**src/rtl/sram_arbiter_pkg.sv**
```systemverilog
// Shared types and defaults for the SRAM port arbiter.
package sram_arbiter_pkg;

    localparam int DEF_ACCESS_CYCLES = 2;
    localparam int DEF_STARVE_LIMIT  = 4;

    typedef enum logic [1:0] {
        ST_IDLE   = 2'd0,
        ST_ACCESS = 2'd1,
        ST_TURN   = 2'd2
    } arb_state_t;

    // Bits needed to hold 0..max_val, never less than one.
    function automatic int cnt_width(input int max_val);
        return (max_val < 1) ? 1 : $clog2(max_val + 1);
    endfunction

endpackage

```
**src/rtl/sram_arb_slot.sv**
```systemverilog
// One-entry CPU request buffer; a strobe arriving while the entry is occupied is dropped and flagged.
module sram_arb_slot #(
    parameter int ADDR_W = 20
) (
    input  logic              clk,
    input  logic              rst_n,
    input  logic [ADDR_W-1:0] addr,
    input  logic [7:0]        data,
    input  logic              rd,
    input  logic              wr,
    input  logic              pop,
    output logic              vld,
    output logic [ADDR_W-1:0] req_addr,
    output logic [7:0]        req_data,
    output logic              req_wr,
    output logic              ovf
);

    logic strobe;
    assign strobe = rd | wr;

    always_ff @(posedge clk or negedge rst_n) begin
        if (!rst_n) begin
            vld      <= 1'b0;
            req_addr <= '0;
            req_data <= '0;
            req_wr   <= 1'b0;
            ovf      <= 1'b0;
        end else begin
            ovf <= 1'b0;
            // A pop on the same edge frees the entry, so the new strobe refills it.
            if (strobe && (!vld || pop)) begin
                vld      <= 1'b1;
                req_addr <= addr;
                req_data <= data;
                req_wr   <= wr;
            end else if (strobe) begin
                ovf <= 1'b1;
            end else if (pop) begin
                vld <= 1'b0;
            end
        end
    end

endmodule

```
**src/rtl/sram_arbiter.sv**
```systemverilog
// Shares the single external SRAM port between the CPU bridge and video fetch; CPU has priority
// but video is forced after STARVE_LIMIT consecutive CPU grants while it waits.
module sram_arbiter
    import sram_arbiter_pkg::*;
#(
    parameter int ADDR_W        = 20,
    parameter int ACCESS_CYCLES = DEF_ACCESS_CYCLES,
    parameter int STARVE_LIMIT  = DEF_STARVE_LIMIT
) (
    input  logic              iClk,
    input  logic              iReset,
    input  logic [ADDR_W-1:0] iCpuAddr,
    input  logic [7:0]        iCpuData,
    input  logic              iCpuRd,
    input  logic              iCpuWr,
    output logic [7:0]        oCpuData,
    output logic              oCpuRdValid,
    output logic              oCpuBusy,
    output logic              oCpuOvf,
    input  logic              iVidReq,
    input  logic [ADDR_W-1:0] iVidAddr,
    output logic              oVidAck,
    output logic [7:0]        oVidData,
    output logic [ADDR_W-1:0] oSramA,
    output logic [7:0]        oSramD,
    input  logic [7:0]        iSramD,
    output logic              oSramDir,
    output logic              oSramOe,
    output logic              oSramWe
);

    localparam int CNT_W = cnt_width(ACCESS_CYCLES);
    localparam int SV_W  = cnt_width(STARVE_LIMIT);
    localparam logic [CNT_W-1:0] CNT_INIT   = CNT_W'(ACCESS_CYCLES);
    localparam logic [SV_W-1:0]  STARVE_MAX = SV_W'(STARVE_LIMIT);

    arb_state_t        state;
    logic [CNT_W-1:0]  cnt;
    logic [SV_W-1:0]   starve;
    logic              cur_vid;
    logic              cur_wr;

    logic              slot_vld;
    logic [ADDR_W-1:0] slot_addr;
    logic [7:0]        slot_data;
    logic              slot_wr;
    logic              slot_pop;
    logic              force_vid;
    logic              vid_pick;

    sram_arb_slot #(.ADDR_W(ADDR_W)) u_slot (
        .clk      (iClk),
        .rst_n    (iReset),
        .addr     (iCpuAddr),
        .data     (iCpuData),
        .rd       (iCpuRd),
        .wr       (iCpuWr),
        .pop      (slot_pop),
        .vld      (slot_vld),
        .req_addr (slot_addr),
        .req_data (slot_data),
        .req_wr   (slot_wr),
        .ovf      (oCpuOvf)
    );

    assign oCpuBusy  = slot_vld;
    assign force_vid = (STARVE_LIMIT > 0) && iVidReq && (starve == STARVE_MAX);
    assign slot_pop  = (state == ST_IDLE) && slot_vld && !force_vid;
    assign vid_pick  = (state == ST_IDLE) && iVidReq && (!slot_vld || force_vid);

    always_ff @(posedge iClk or negedge iReset) begin
        if (!iReset) begin
            state       <= ST_IDLE;
            cnt         <= '0;
            starve      <= '0;
            cur_vid     <= 1'b0;
            cur_wr      <= 1'b0;
            oSramA      <= '0;
            oSramD      <= '0;
            oSramDir    <= 1'b0;
            oSramOe     <= 1'b1;
            oSramWe     <= 1'b1;
            oCpuData    <= '0;
            oCpuRdValid <= 1'b0;
            oVidData    <= '0;
            oVidAck     <= 1'b0;
        end else begin
            oCpuRdValid <= 1'b0;
            oVidAck     <= 1'b0;
            if (!iVidReq)
                starve <= '0;
            case (state)
                ST_IDLE: begin
                    if (slot_pop || vid_pick) begin
                        state   <= ST_ACCESS;
                        cnt     <= CNT_INIT;
                        cur_vid <= !slot_pop;
                        cur_wr  <= slot_pop && slot_wr;
                        oSramA  <= slot_pop ? slot_addr : iVidAddr;
                        if (slot_pop && slot_wr) begin
                            oSramD   <= slot_data;
                            oSramDir <= 1'b1;
                            oSramWe  <= 1'b0;
                        end else begin
                            oSramDir <= 1'b0;
                            oSramOe  <= 1'b0;
                        end
                        if (!slot_pop || !iVidReq)
                            starve <= '0;
                        else if (starve != STARVE_MAX)
                            starve <= starve + 1'b1;
                    end
                end
                ST_ACCESS: begin
                    if (cnt == CNT_W'(1)) begin
                        if (!cur_wr) begin
                            if (cur_vid) begin
                                oVidData <= iSramD;
                                oVidAck  <= 1'b1;
                            end else begin
                                oCpuData    <= iSramD;
                                oCpuRdValid <= 1'b1;
                            end
                        end
                        oSramOe <= 1'b1;
                        oSramWe <= 1'b1;
                        state   <= ST_TURN;
                    end else begin
                        cnt <= cnt - 1'b1;
                    end
                end
                ST_TURN: begin
                    // Bus turnaround cycle: release the data drivers before any new grant.
                    oSramDir <= 1'b0;
                    state    <= ST_IDLE;
                end
                default: state <= ST_IDLE;
            endcase
        end
    end

endmodule
```
**config.mk**
```make
export PLATFORM = sky130hd
export DESIGN_NAME = sram_arbiter
export DESIGN_NICKNAME = d
export VERILOG_FILES = /design/src/rtl/sram_arbiter_pkg.sv /design/src/rtl/sram_arb_slot.sv /design/src/rtl/sram_arbiter.sv
export SDC_FILE = /design/constraint.sdc
export NUM_CORES = 1
export LEC_CHECK = 0
export BUFFER_PORTS_ARGS = -buffer_cell sky130_fd_sc_hd__buf_4
export CORE_ASPECT_RATIO = 0.8
export CORE_MARGIN = 5
export CORE_UTILIZATION = 45
export DETAILED_ROUTE_END_ITERATION = 8
export GPL_TIMING_DRIVEN = 0
export HOLD_SLACK_MARGIN = 0.03
export MAX_ROUTING_LAYER = met4
export PLACE_DENSITY = 0.77
export SLEW_MARGIN = 20
export SYNTH_ARGS = -nofsm -noshare
export SYNTH_HDL_FRONTEND = slang
export SYNTH_HIERARCHICAL = 1
export SYNTH_SLANG_ARGS = --single-unit
```
**constraint.sdc**
```tcl
create_clock -name iClk -period 2.5 [get_ports iClk]
set_input_delay 0.375 -clock iClk [delete_from_list [all_inputs] [get_ports iClk]]
set_output_delay 0.375 -clock iClk [all_outputs]
set_load 0.01 [all_outputs]
```
# --- After elaboration in Yosys (flattened, before gate mapping) ---
# Index checks and enable logic that the tools add are counted.
word_totals:
  wordCells: 99
  register_bits: 89
op_classes:
  n_eq_ne: 11
  n_reduce_logical: 29
  mux: 35
  bitwise: 3
  add_sub_neg: 2
ops:
  columns: ["cell", "n"]
  rows:
  - ["$mux 1", 20]
  - ["$mux 20", 1]
  - ["$reduce_and 4->1", 4]
  - ["$mux 3", 5]
  - ["$mux 2", 4]
  - ["$ne 2x2->1 const B", 4]
  - ["$pmux 2 s2", 2]
  - ["$reduce_and 2->1", 4]
  - ["$logic_and 1x1->1", 7]
  - ["$pmux 1 s2", 3]
  - ["$reduce_and 3->1", 2]
  - ["$reduce_bool 2->1", 3]
  - ["$eq 2x1->1 const B", 2]
  - ["$logic_not 1->1", 4]
  - ["$logic_or 1x1->1", 4]
  - ["$ne 2x1->1 const B", 2]
  - ["$add 3x1->3 const B", 1]
  - ["$eq 3x3->1 const B", 1]
  - ["$ne 3x3->1 const B", 1]
  - ["$eq 2x2->1 const B", 1]
  - ["$logic_not 2->1", 1]
  - ["$not 1->1", 2]
  - ["$sub 2x1->2 const B", 1]
  - ["$or 1x1->1", 1]

# --- Depth between registers and ports, before layout ---
logic_depth:
  word_depth: 9
  mapped_depth: 10
  ltp_nobuf: 7

# --- Hierarchy ---
# Netlist, hierarchy kept.
by_module_without_submodules:
  columns: ["mod", "instances", "seq_area_each_um2", "area_per_inst_um2", "cells_per_inst"]
  rows:
  - ["sram_arbiter", 1, 1453.9, 2612.5, 230]
  - ["sram_arb_slot", 1, 775.7, 1286.2, 69]

# --- Worst setup path after synthesis ---
# No wires, ideal clock.
synth_path:
  path_type: "register to register"
  start: "register u_slot.vld"
  end: "register u_slot.req_addr[0]"
  period_less_slack_ns: 2.099
  path_slack_ns: 0.401
  arrival_time_ns: 1.974
  path_stages_with_launch: 9
  path_buffers: 4
  setup_time_ns: 0.125
  cell_sequence: "dfrtp_1 -> clkbuf_1 -> and3_1 -> buf_2 -> nand2b_4 -> nor2b_4 -> buf_12 -> buf_12 -> mux2_4"
synth_between:
  elab_chain_len: 4
  elab_cells_between_ends: 5
  classes_between: "reduce/logical: 5"
synth_rtl:
  columns: ["item", "line_no", "text"]
  rows:
  - ["start, declared", "sram_arb_slot.sv:12", "output logic vld,"]
  - ["start signal, assigned", "sram_arb_slot.sv:24", "vld <= 1'b0;"]
  - ["start signal, assigned", "sram_arb_slot.sv:33", "vld <= 1'b1;"]
  - ["start signal, assigned", "sram_arb_slot.sv:40", "vld <= 1'b0;"]
  - ["$logic_and 1x1->1 (2 in series)", "sram_arbiter.sv:68", "assign slot_pop = (state == ST_IDLE) && slot_vld && !force_vid;"]
  - ["named net slot_pop", "sram_arbiter.sv:47", "logic slot_pop;"]
  - ["$logic_or 1x1->1", "sram_arb_slot.sv:32", "if (strobe && (!vld || pop)) begin"]
  - ["$logic_and 1x1->1", "sram_arb_slot.sv:32", null]
  - ["end signal, assigned", "sram_arb_slot.sv:34", "req_addr <= addr;"]
  - ["end, declared", "sram_arb_slot.sv:13", "output logic [ADDR_W-1:0] req_addr,"]
# The timed path passes the listed nets, and every way through them passes these cells.
# A chain may end at the register's enable or synchronous reset.

# --- Worst setup path in the final report ---
layout_path:
  start: "register starve[0]"
  end: "register u_slot.req_addr[6]"
layout_between:
  elab_chain_len: 6
layout_rtl:
  columns: ["item", "line_no", "text"]
  rows:
  - ["start, declared", "sram_arbiter.sv:39", "logic [SV_W-1:0] starve;"]
  - ["start signal, assigned", "sram_arbiter.sv:111", "starve <= starve + 1'b1;"]
  - ["$eq 3x3->1", "sram_arbiter.sv:67", "assign force_vid = (STARVE_LIMIT > 0) && iVidReq && (starve == STARVE_MAX);"]
  - ["$logic_and 1x1->1", "sram_arbiter.sv:67", null]
  - ["$logic_not 1->1", "sram_arbiter.sv:68", null]
  - ["$logic_and 1x1->1", "sram_arbiter.sv:68", null]
  - ["named net slot_pop", "sram_arbiter.sv:47", null]
  - ["$logic_or 1x1->1", "sram_arb_slot.sv:32", null]
  - ["$logic_and 1x1->1", "sram_arb_slot.sv:32", null]
# The timed path passes the listed nets, and every way through them passes these cells.

==> impl_metrics.csv <==
group,metric,value,unit
cts,tritoncts,"built",
power_and_ir_drop,cellPowerDensity,1320,mW/mm^2
cts,cts.sink_count,89,
global_routing,grt_pass1_wl,15400,um
yosys,yosysWarnings,6,
cts,numCtsBuffers,9,
finish,layout.filler_cells,716,
route,initialDrtViolationCount,134,
global_routing,overflow,0,
timing,rsz0062_at_grt,"false",
power_and_ir_drop,leakagePower,2.42,nW
critical_path,worst_ep_arrival_time,2.56,ns
yosys,synthTopCellsByCount,"dfrtp_1, mux2_4, o21ai_0",
timing,min_period,2.31,ns
critical_path,critPathRequiredTime,2.75,ns
timing,max_slew_margin,0.472,
critical_path,worstSetupStartpointType,"register",
global_routing,grt_pass1_vias,3054,
cts,clockBufferDepth,2,
critical_path,cp_max_fo,10,
floorplanning,io_pins,112,
floorplanning,start_util,0.460,
timing,worst_pin_slew,0.793,ns
finish,diodes,0,
critical_path,cpMaxStageDelayCell,"dfrtp_1",
yosys,synthTopCellsByArea,"dfrtp_1, mux2_4, mux2_2, o311ai_0, nand4_1",
timing,setup_slack,0.185,ns
route,num_vias,2860,
global_routing,use_met3,0.0505,
route,wirelength,9460,um
yosys,synth_top_area_share,0.558,
global_routing,antenna_found_initial,0,
placement,portBuffers,111,
timing,max_freq,0.432,GHz
power_and_ir_drop,ir_drop,0.636,mV
critical_path,crit_chain,"inv_1, ha_1, nand3_1, and3_4, clkbuf_4, nand2b_4, nor2b_4, buf_12, buf_12, mux2_4",
global_routing,grtUsageTotal,0.190,
finish,final_nets,485,
yosys,syn-instance-count,299,
finish,syn_to_final_growth,31.7,%
yosys,ys_seq_area_frac,0.572,
floorplanning,core_area,0.00848,mm^2
critical_path,worstReg2RegEnd,"u_slot/req_addr[6]$_DFFE_PN0P_",
floorplanning,die_width,114,um
yosys,syn_nets,363,
critical_path,critPathMaxStageDelay,0.38,ns
critical_path,r2r_slack,0.19,ns
yosys,synth-edff-count,0,
global_routing,grt_start_max_net_pins,90,
global_routing,grt.busiest_layer,"met2",
timing,final.period_utilization,0.926,
placement,hpwl,6750,um
placement,gp_congestion,0.779,
yosys,synthFlopType,"dfrtp_1",
floorplanning,die_h,93.3,um
finish,drive_gt1_frac,0.469,
route,drc,0,
yosys,synth-seq-cells,89,
timing,finClkSkew,0.0141,ns
timing,setup_viol,0,
critical_path,cp_common_cell,"buf_12",
run,drv_cap,0,
hold_path,min_path_type,"input port to asynchronous set/reset pin",
yosys,syn-mean-instance-area,13.0,um^2
yosys,async_reset_ff_frac,1.00,
critical_path,r2r-start,"starve[0]$_DFF_PN0_",
status,outcome,"complete, no violations",
route,drt.antenna.violating_nets,0,
critical_path,setup.worst_path.class,"register to register",
yosys,syn_area,0.00390,mm^2
timing,fin_tns_setup,0,ns
route,avgRoutedWirePerCell,17.6,um
critical_path,endpoint_kind,"register",
yosys,yosysMostFrequentCell,"dfrtp_1",
cts,clk_pin_slew,0.09,ns
route,firstDrtPassIters,6,
critical_path,critPathTopFamily,"simple AND/OR/NAND/NOR gates",
global_routing,grtUsageMet1,0.256,
floorplanning,num_rows,30,
placement,pre_cts_ws,0.0928,ns
cts,htree_levels,3,
yosys,ys_types,35,
critical_path,path_buf_inv,4,
cts,insertion_delay,0.36,ns
floorplanning,dieArea,0.0106,mm^2
cts,cts_root_buf,"clkbuf_8",
power_and_ir_drop,p_total,0.00676,W
timing,finalHoldViolCount,0,
critical_path,reg2reg_depth,10,
timing,report.final.slew_viol_count,0,
global_routing,met2_usage,0.283,
route,via_per_inst,5.32,
yosys,yosys.area.top_type,"dfrtp_1",
## per-layer routing
layer | vias to the layer above | share of wire
li1 | 1319 | -
met1 | 1425 | 0.45
met2 | 106 | 0.47
met3 | 10 | 0.064
met4 | 0 | 0.011
met5 | - | 0
## cell usage in the layout, fill, tap and decap left out, types with 8 or more instances in the layout
cell / instances
mux2_2: 24
buf_4: 110
o311ai_0: 19
o21ai_0: 27
mux2_4: 28
dfrtp_1: 87
nand2_1: 8
nand4_1: 23
clkbuf_8: 10
inv_1: 26
clkbuf_1: 12
## through the flow
stage               instances  instance area [um^2]  hold WS, ns  utilization
floorplan                 299                  3900       0.0794            -
global placement          522                  4870        0.472        0.574
detailed placement        522                  4870        0.486        0.574
CTS                       538                  5120        0.205        0.604
global route              538                  5140        0.131        0.605
finish                    538                  5140       0.0658        0.605
## kinds of logic after synthesis
logic type	share of synthesized area
flip-flops	0.572
AO/OA/AOI/OAI	0.0960
multiplexers	0.177
AND/OR/NAND/NOR	0.0831
buffers and inverters	0.0623
adder cells (fa/ha/maj)	0.00963
## worst max path at each step
stage | from | end | cells past startpoint
after floorplan | u_slot/vld$_DFFE_PN0P_ | u_slot/req_addr[0]$_DFFE_PN0P_ | 8
after global placement | u_slot/vld$_DFFE_PN0P_ | u_slot/req_data[4]$_DFFE_PN0P_ | 8
after detailed placement | u_slot/vld$_DFFE_PN0P_ | u_slot/req_data[5]$_DFFE_PN0P_ | 8
after CTS | u_slot/vld$_DFFE_PN0P_ | u_slot/req_data[0]$_DFFE_PN0P_ | 8
after global routing | starve[0]$_DFF_PN0_ | u_slot/req_data[0]$_DFFE_PN0P_ | 10
final | starve[0]$_DFF_PN0_ | u_slot/req_addr[6]$_DFFE_PN0P_ | 10
## state kept, by name (all words and copies together), names as in the netlist
| register | count |
|---|---|
| starve | 3 |
| oCpuData | 8 |
| oSramA | 20 |
| oSramD | 8 |
| oSramDir | 1 |
| u_slot/ovf | 1 |
| oSramWe | 1 |
| oVidData | 8 |
| cur_vid | 1 |
| u_slot/vld | 1 |
| u_slot/req_wr | 1 |
| oSramOe | 1 |
| cur_wr | 1 |
| u_slot/req_addr | 20 |
| state | 2 |
| cnt | 2 |
| u_slot/req_data | 8 |
| oVidAck | 1 |
| oCpuRdValid | 1 |
## timing repair
item | CTS | global route
setup buffers | 0 | 0
hold buffers | 0 | 0
resized for setup | 0 | 4
endpoints found under the setup margin | 0 | 20
## power by group
group	internal, W	leakage [nW]	total, W	switching [W]
Sequential	0.00217	1.05	0.00260	0.000431
Combinational	0.00165	1.25	0.00294	0.00129
Clock	0.000694	0.119	0.00122	0.000524
Total	0.00451	2.42	0.00676	0.00224
## area by class of cell
cell class                      instances  area (um^2)  area share
Buffer                                 22          149      0.0290
Clock buffer                           10          138      0.0268
Clock inverter                          6          114      0.0222
Inverter                               26         97.6      0.0190
Multi-Input combinational cell        162         1430       0.279
Sequential cell                        89         2230       0.434
Tap cell                              112          140      0.0273
Timing Repair Buffer                  111          837       0.163
Power figures use the tool's default switching activity.
